===== src/rtl/bus_pkg.sv =====
// Shared datapath bus definitions: widths, destination codes and loader FSM states.
// The bus-side source encoder uses the same code constants.
package bus_pkg;

  localparam int DATA_W   = 32;
  localparam int NUM_DEST = 20;
  localparam int CODE_W   = 5;

  localparam logic [CODE_W-1:0]
    CODE_R0  = 5'd0,  CODE_R1  = 5'd1,  CODE_R2  = 5'd2,  CODE_R3  = 5'd3,
    CODE_R4  = 5'd4,  CODE_R5  = 5'd5,  CODE_R6  = 5'd6,  CODE_R7  = 5'd7,
    CODE_R8  = 5'd8,  CODE_R9  = 5'd9,  CODE_R10 = 5'd10, CODE_R11 = 5'd11,
    CODE_R12 = 5'd12, CODE_R13 = 5'd13, CODE_R14 = 5'd14, CODE_R15 = 5'd15,
    CODE_HI  = 5'd16, CODE_LO  = 5'd17, CODE_MAR = 5'd18, CODE_MDR = 5'd19;

  typedef enum logic [1:0] {
    ST_IDLE  = 2'd0,
    ST_LATCH = 2'd1,
    ST_WRITE = 2'd2
  } ldState_t;

endpackage


===== src/rtl/dest_decoder_5to32.sv =====
// Combinational destination decoder: 5-bit code to one-hot strobes plus an in-range flag.
// Out-of-range codes produce an all-zero one-hot.
module dest_decoder_5to32
  import bus_pkg::*;
#(
  parameter int NUM_OUT = 32
) (
  input  logic [CODE_W-1:0]  code,
  output logic [NUM_OUT-1:0] onehot,
  output logic               inRange
);

  always_comb begin
    onehot = '0;
    for (int i = 0; i < NUM_OUT; i++) begin
      onehot[i] = (code == CODE_W'(i));
    end
  end

  assign inRange = (32'(code) < 32'(NUM_OUT));

endmodule


===== src/rtl/bus_dest_loader.sv =====
// Receiving end of the datapath bus: captures a destination code and bus word, decodes
// the code to registered Rin strobes and loads one register of the 20-entry bank.
module bus_dest_loader #(
  parameter int DATA_W   = bus_pkg::DATA_W,
  parameter int NUM_DEST = bus_pkg::NUM_DEST,
  parameter bit R0_ZERO  = 1'b0
) (
  input  logic                         clock,
  input  logic                         clear_n,
  // Request handshake: a load is accepted on a rising edge where ld_valid && ld_ready;
  // ld_ready is high only in IDLE, and the requester holds ld_valid/ld_code/bus_in until accepted.
  input  logic                         ld_valid,
  output logic                         ld_ready,
  input  logic [bus_pkg::CODE_W-1:0]   ld_code,
  input  logic [DATA_W-1:0]            bus_in,
  output logic [NUM_DEST-1:0]          rin_onehot,
  output logic                         ld_done,
  output logic                         ld_err,
  output logic [NUM_DEST*DATA_W-1:0]   regs_flat,
  output bus_pkg::ldState_t            dbgState
);

  import bus_pkg::*;

  ldState_t            state, stateNext;
  logic [CODE_W-1:0]   codeQ;
  logic [DATA_W-1:0]   dataQ;
  logic                errPend;
  logic [NUM_DEST-1:0] decOnehot;
  logic                decInRange;
  logic                dropWrite;

  assign dbgState = state;

  always_ff @(posedge clock) begin
    if (!clear_n) state <= ST_IDLE;
    else          state <= stateNext;
  end

  always_comb begin
    stateNext = state;
    ld_ready  = 1'b0;
    unique case (state)
      ST_IDLE: begin
        ld_ready = 1'b1;
        if (ld_valid) stateNext = ST_LATCH;
      end
      ST_LATCH: stateNext = ST_WRITE;
      ST_WRITE: stateNext = ST_IDLE;
      default:  stateNext = ST_IDLE;
    endcase
  end

  dest_decoder_5to32 #(
    .NUM_OUT (NUM_DEST)
  ) uDecoder (
    .code    (codeQ),
    .onehot  (decOnehot),
    .inRange (decInRange)
  );

  // A hardwired-zero R0 swallows its write without flagging an error.
  assign dropWrite = R0_ZERO && (codeQ == CODE_R0);

  always_ff @(posedge clock) begin
    if (!clear_n) begin
      codeQ      <= '0;
      dataQ      <= '0;
      errPend    <= 1'b0;
      rin_onehot <= '0;
      ld_done    <= 1'b0;
      ld_err     <= 1'b0;
    end else begin
      ld_done <= 1'b0;
      ld_err  <= 1'b0;
      unique case (state)
        ST_IDLE: begin
          if (ld_valid) begin
            codeQ   <= ld_code;
            dataQ   <= bus_in;
            errPend <= 1'b0;
          end
        end
        ST_LATCH: begin
          rin_onehot <= dropWrite ? '0 : decOnehot;
          errPend    <= !decInRange;
        end
        ST_WRITE: begin
          rin_onehot <= '0;
          ld_done    <= 1'b1;
          ld_err     <= errPend;
        end
        default: ;
      endcase
    end
  end

  // The registered strobe is the load enable; at most one bit is ever set.
  for (genvar i = 0; i < NUM_DEST; i++) begin : gBank
    logic [DATA_W-1:0] q;
    always_ff @(posedge clock) begin
      if (!clear_n)                               q <= '0;
      else if (state == ST_WRITE && rin_onehot[i]) q <= dataQ;
    end
    assign regs_flat[i*DATA_W +: DATA_W] = q;
  end

endmodule

===== config.mk =====
export PLATFORM = sky130hd
export DESIGN_NAME = bus_dest_loader
export DESIGN_NICKNAME = d
export VERILOG_FILES = /design/src/rtl/bus_pkg.sv /design/src/rtl/dest_decoder_5to32.sv /design/src/rtl/bus_dest_loader.sv
export SDC_FILE = /design/constraint.sdc
export NUM_CORES = 1
export LEC_CHECK = 0
export ABC_AREA = 1
export BUFFER_PORTS_ARGS = -buffer_cell sky130_fd_sc_hd__buf_2
export CAP_MARGIN = 5
export CORE_AREA = 5 5 268 270
export CTS_CLUSTER_SIZE = 12
export DETAILED_ROUTE_END_ITERATION = 10
export DIE_AREA = 0 0 273 275
export GPL_TIMING_DRIVEN = 1
export SYNTH_ARGS = -nofsm -noshare
export SYNTH_HDL_FRONTEND = slang
export SYNTH_SLANG_ARGS = --single-unit

===== constraint.sdc =====
create_clock -name clock -period 1.56 [get_ports clock]
set_input_delay 0.156 -clock clock [delete_from_list [all_inputs] [get_ports clock]]
set_output_delay 0.156 -clock clock [all_outputs]
set_load 0.05 [all_outputs]

==> results.rst <==
.. list-table::
   :header-rows: 1

   * - Metric
     - Value
   * - Static Leak
     - 15.26 nW
   * - Final critical-path required period
     - 1.579 ns
   * - Clock root buffer
     - sky130_fd_sc_hd__clkbuf_16
   * - Data arrival, critical path
     - around 1.4 ns
   * - H-tree level count
     - 3
   * - Proportion of layout cells with a drive suffix above 1
     - approximately 28%
   * - Max clock buf depth
     - 3
   * - Post-synth ARST share
     - 0%
   * - Layout overhead on the synthesized area
     - 36.45%
   * - Die Wd
     - 273 um
   * - Total wire length
     - 104.4 mm
   * - Layout Nets
     - about 3900
   * - Footprint of the multi-input gates
     - 0.009484 mm^2
   * - Final hold violation count
     - 0
   * - Largest area contributor in the netlist
     - sky130_fd_sc_hd__dfxtp_1
   * - Average vias per placed instance
     - 4.905
   * - Sequential-to-total area share from yosys stat
     - between 50% and 60%
   * - Mean cell area of the mapped netlist
     - slightly below 8 um^2
   * - I/O pin count
     - 705
   * - Number of global-route vias before repair
     - ~22000
   * - Violated checks
     - setup timing
   * - Status
     - finished with violations
   * - Starting Density
     - a little over a third
   * - Cell Pwr Density
     - about 1100 mW/mm^2
   * - Filler instances
     - between 6000 and 7000
   * - Number of enable flip-flop cells after synthesis
     - 0
   * - Register bit total from synthesis
     - between 700 and 800
   * - Setup WS pre-CTS
     - -0.02264 ns
   * - Worst rel slew slack
     - between 20% and 30%
   * - Nature of the critical path startpoint
     - register
   * - Clock input transition at the sequential cells of the worst setup and hold paths
     - ~0.060 ns
   * - Count of cell types in the netlist
     - 23
   * - Placed instance count
     - 4705
   * - Length of the first detailed-routing pass in iterations
     - 5
   * - Number of buffers added on ports
     - approximately 700
   * - Number of warning messages in the yosys log
     - 0
   * - Worst setup path class
     - register to output pin
   * - Core area
     - approximately 0.07 mm^2
   * - Leading cell type by number of instances after synthesis
     - sky130_fd_sc_hd__nor2_1
   * - Worst endpoint required time
     - ~1.4 ns
   * - Pin count of the biggest net entering global routing
     - approximately 120
   * - Area used by sequential logic in the layout
     - approximately 0.014 mm^2
   * - Post-route worst setup slack
     - -0.01862 ns
   * - Number of sinks on the clock net
     - around 700
   * - Number of pins with negative max-slew slack in the final report
     - 0
   * - Classification of the worst-slack hold path
     - input port to register
   * - Remaining DRCs
     - 0
   * - CTS buffer count
     - 75
   * - Placer's final routability congestion estimate
     - 0.8562
   * - Gate count after technology mapping
     - 3166
   * - Worst skew pair latency
     - 0.61 ns
   * - Post-Syn Area
     - around 0.025 mm^2
   * - Predominant post-synthesis flop cell
     - sky130_fd_sc_hd__dfxtp_1
   * - Post-Syn Nets
     - ~3200
   * - Setup slack of the most critical reg-to-reg path
     - -0.02 ns
   * - Total track usage
     - 25.36%
   * - Setup crit end kind
     - output pin
   * - Final ANT Viol Nets
     - 0
   * - Largest driver fanout on the critical path
     - 2
   * - Fin Hold WS
     - between 0.3 and 0.4 ns
   * - Post-Layout Cell Count
     - 4898
   * - Vias after detailed routing
     - 24026
   * - Fmax
     - around 0.63 GHz
   * - Final worst-path cycle share
     - 101.2%
   * - Final setup violation count
     - 5
   * - Estimated wirelength of the detail-placed design
     - 70.05 mm
   * - Core Rows
     - 97
   * - Antenna Cells
     - 0
   * - Worst Max-Slew Pin Slew
     - 1.152 ns
   * - Max Cap Viol
     - 0
   * - Number of antenna violations at the first check in global routing
     - 2
   * - Post-synth top area share
     - ~56%
   * - CTS tree
     - yes
   * - Top area cells in the synthesized netlist
     - sky130_fd_sc_hd__dfxtp_1 56%, sky130_fd_sc_hd__nor2_1 21%, sky130_fd_sc_hd__o21ai_0 13%
   * - First-pass GRT wire length
     - approximately 150 mm
   * - Max VDD drop
     - around 0.87 mV
   * - Worst setup skew after layout
     - 0.02800 ns
   * - Total congestion overflow
     - 0
   * - Setup repair after global routing missed its margin
     - yes
   * - Die Height
     - approximately 280 um
   * - Top post-synthesis cells by count
     - 1371 x sky130_fd_sc_hd__nor2_1, 702 x sky130_fd_sc_hd__dfxtp_1, 667 x sky130_fd_sc_hd__o21ai_0
   * - Overall die area
     - 0.07508 mm^2
   * - Violation count after the first detailed-routing iteration
     - between 2000 and 2500
   * - Routed wire length per instance
     - roughly 21 um
## cells by family (layout without fill, tap and decap cells)
group           count (synthesis)  in the layout  share of synthesized area, %
fa+ha+maj                       3              3                        0.1508
simple gates                 1446           1447                         22.40
compound gates                704            704                         14.18
buf+inv                       311           1102                         6.824
flops                         702            702                         56.44
## critical path, stage by stage (launching register included)
cell,delay [ns]
sky130_fd_sc_hd__dfxtp_4,0.36
sky130_fd_sc_hd__inv_4,0.04
sky130_fd_sc_hd__buf_6,0.11
sky130_fd_sc_hd__ha_4,0.16
sky130_fd_sc_hd__buf_8,0.15
## routing by layer
metal | track usage, % | vias to the layer above | wire (um)
li1 | - | 11554 | -
met1 | 32.53 | 11331 | 43050
met2 | 42.16 | 964 | 49190
met3 | 6.698 | 175 | 8988
met4 | 7.699 | 2 | 3113
met5 | 0 | - | 13
## flip-flops by register name, indices dropped and copies added (netlist names)
| name | cells |
|---|---|
| gBank.q | 640 |
| dataQ | 32 |
| rin_onehot | 20 |
| codeQ | 5 |
| dbgState | 2 |
| errPend | 1 |
| ld_done | 1 |
| ld_err | 1 |
## per-stage QoR
step / TNS [ns] / cell area, um^2 / total power, mW / utilization, %
3_5_place_dp: -0.1739 / 30230 / 21.14 / 43.63
5_1_grt: -3.134 / 33980 / 39.75 / 49.03
3_3_place_gp: 0 / 30230 / 21.13 / 43.63
6_report: -0.04139 / 33980 / 38.47 / 49.03
2_1_floorplan: -0.2734 / 24910 / 19.89 / -
4_1_cts: -0.1134 / 33110 / 38.61 / 47.78
## report_power, final
group          internal [mW]  total, mW  switching, mW
clock network           10.1       17.5           7.32
registers               18.1       18.3          0.190
logic                  0.837       2.76           1.92
## layout make-up
type	count	area share, %
multi-input cells	2154	27.91
flip-flops and latches	702	41.43
clock inverters	9	0.3388
clock buffers	121	6.688
well taps	940	3.462
inverters	38	0.6518
repair buffers	934	19.51
## what timing repair did
item	CTS	global route
setup buffers	2	8
hold endpoints to repair	57	0
endpoints found under the setup margin	103	483
gates resized for setup	31	258
hold buffers	39	0
gates cloned	0	15
pin swaps	1	8
## cells in the final DEF (no fill, tap or decap), types with 3 or more instances in the layout
cell type and count:
sky130_fd_sc_hd__buf_6 16, sky130_fd_sc_hd__a21oi_1 15, sky130_fd_sc_hd__nand2_8 5, sky130_fd_sc_hd__buf_4 105, sky130_fd_sc_hd__o21ai_0 536, sky130_fd_sc_hd__nand3_1 3, sky130_fd_sc_hd__clkbuf_8 18, sky130_fd_sc_hd__buf_12 74
sky130_fd_sc_hd__nand2_4 19, sky130_fd_sc_hd__nand2_2 3, sky130_fd_sc_hd__inv_8 4, sky130_fd_sc_hd__a21oi_2 9, sky130_fd_sc_hd__nor2_4 24, sky130_fd_sc_hd__inv_1 14, sky130_fd_sc_hd__o21ai_1 140, sky130_fd_sc_hd__clkinv_2 3
sky130_fd_sc_hd__inv_6 7, sky130_fd_sc_hd__inv_4 8, sky130_fd_sc_hd__clkbuf_1 26, sky130_fd_sc_hd__buf_2 683, sky130_fd_sc_hd__clkbuf_16 90, sky130_fd_sc_hd__dfxtp_4 3, sky130_fd_sc_hd__inv_2 5, sky130_fd_sc_hd__nor2_1 1346
sky130_fd_sc_hd__dlygate4sd3_1 39, sky130_fd_sc_hd__nand2_1 44, sky130_fd_sc_hd__dfxtp_1 689, sky130_fd_sc_hd__dfxtp_2 10
## path summary, 6_finish.rpt
check	from	end	cells after the start
worst max-delay path	dbgState[0]$_SDFFE_PN0P_	ld_ready	4
worst min-delay path	bus_in[5]	dataQ[5]$_SDFFE_PN0P_	4
worst max register to register	dbgState[0]$_SDFFE_PN0P_	gBank[19].q[30]$_SDFFE_PN0P_	8
worst min register to register	errPend$_SDFFE_PN0P_	ld_err$_SDFF_PN0_	2
Note: power is estimated with default switching activity, not from simulation.
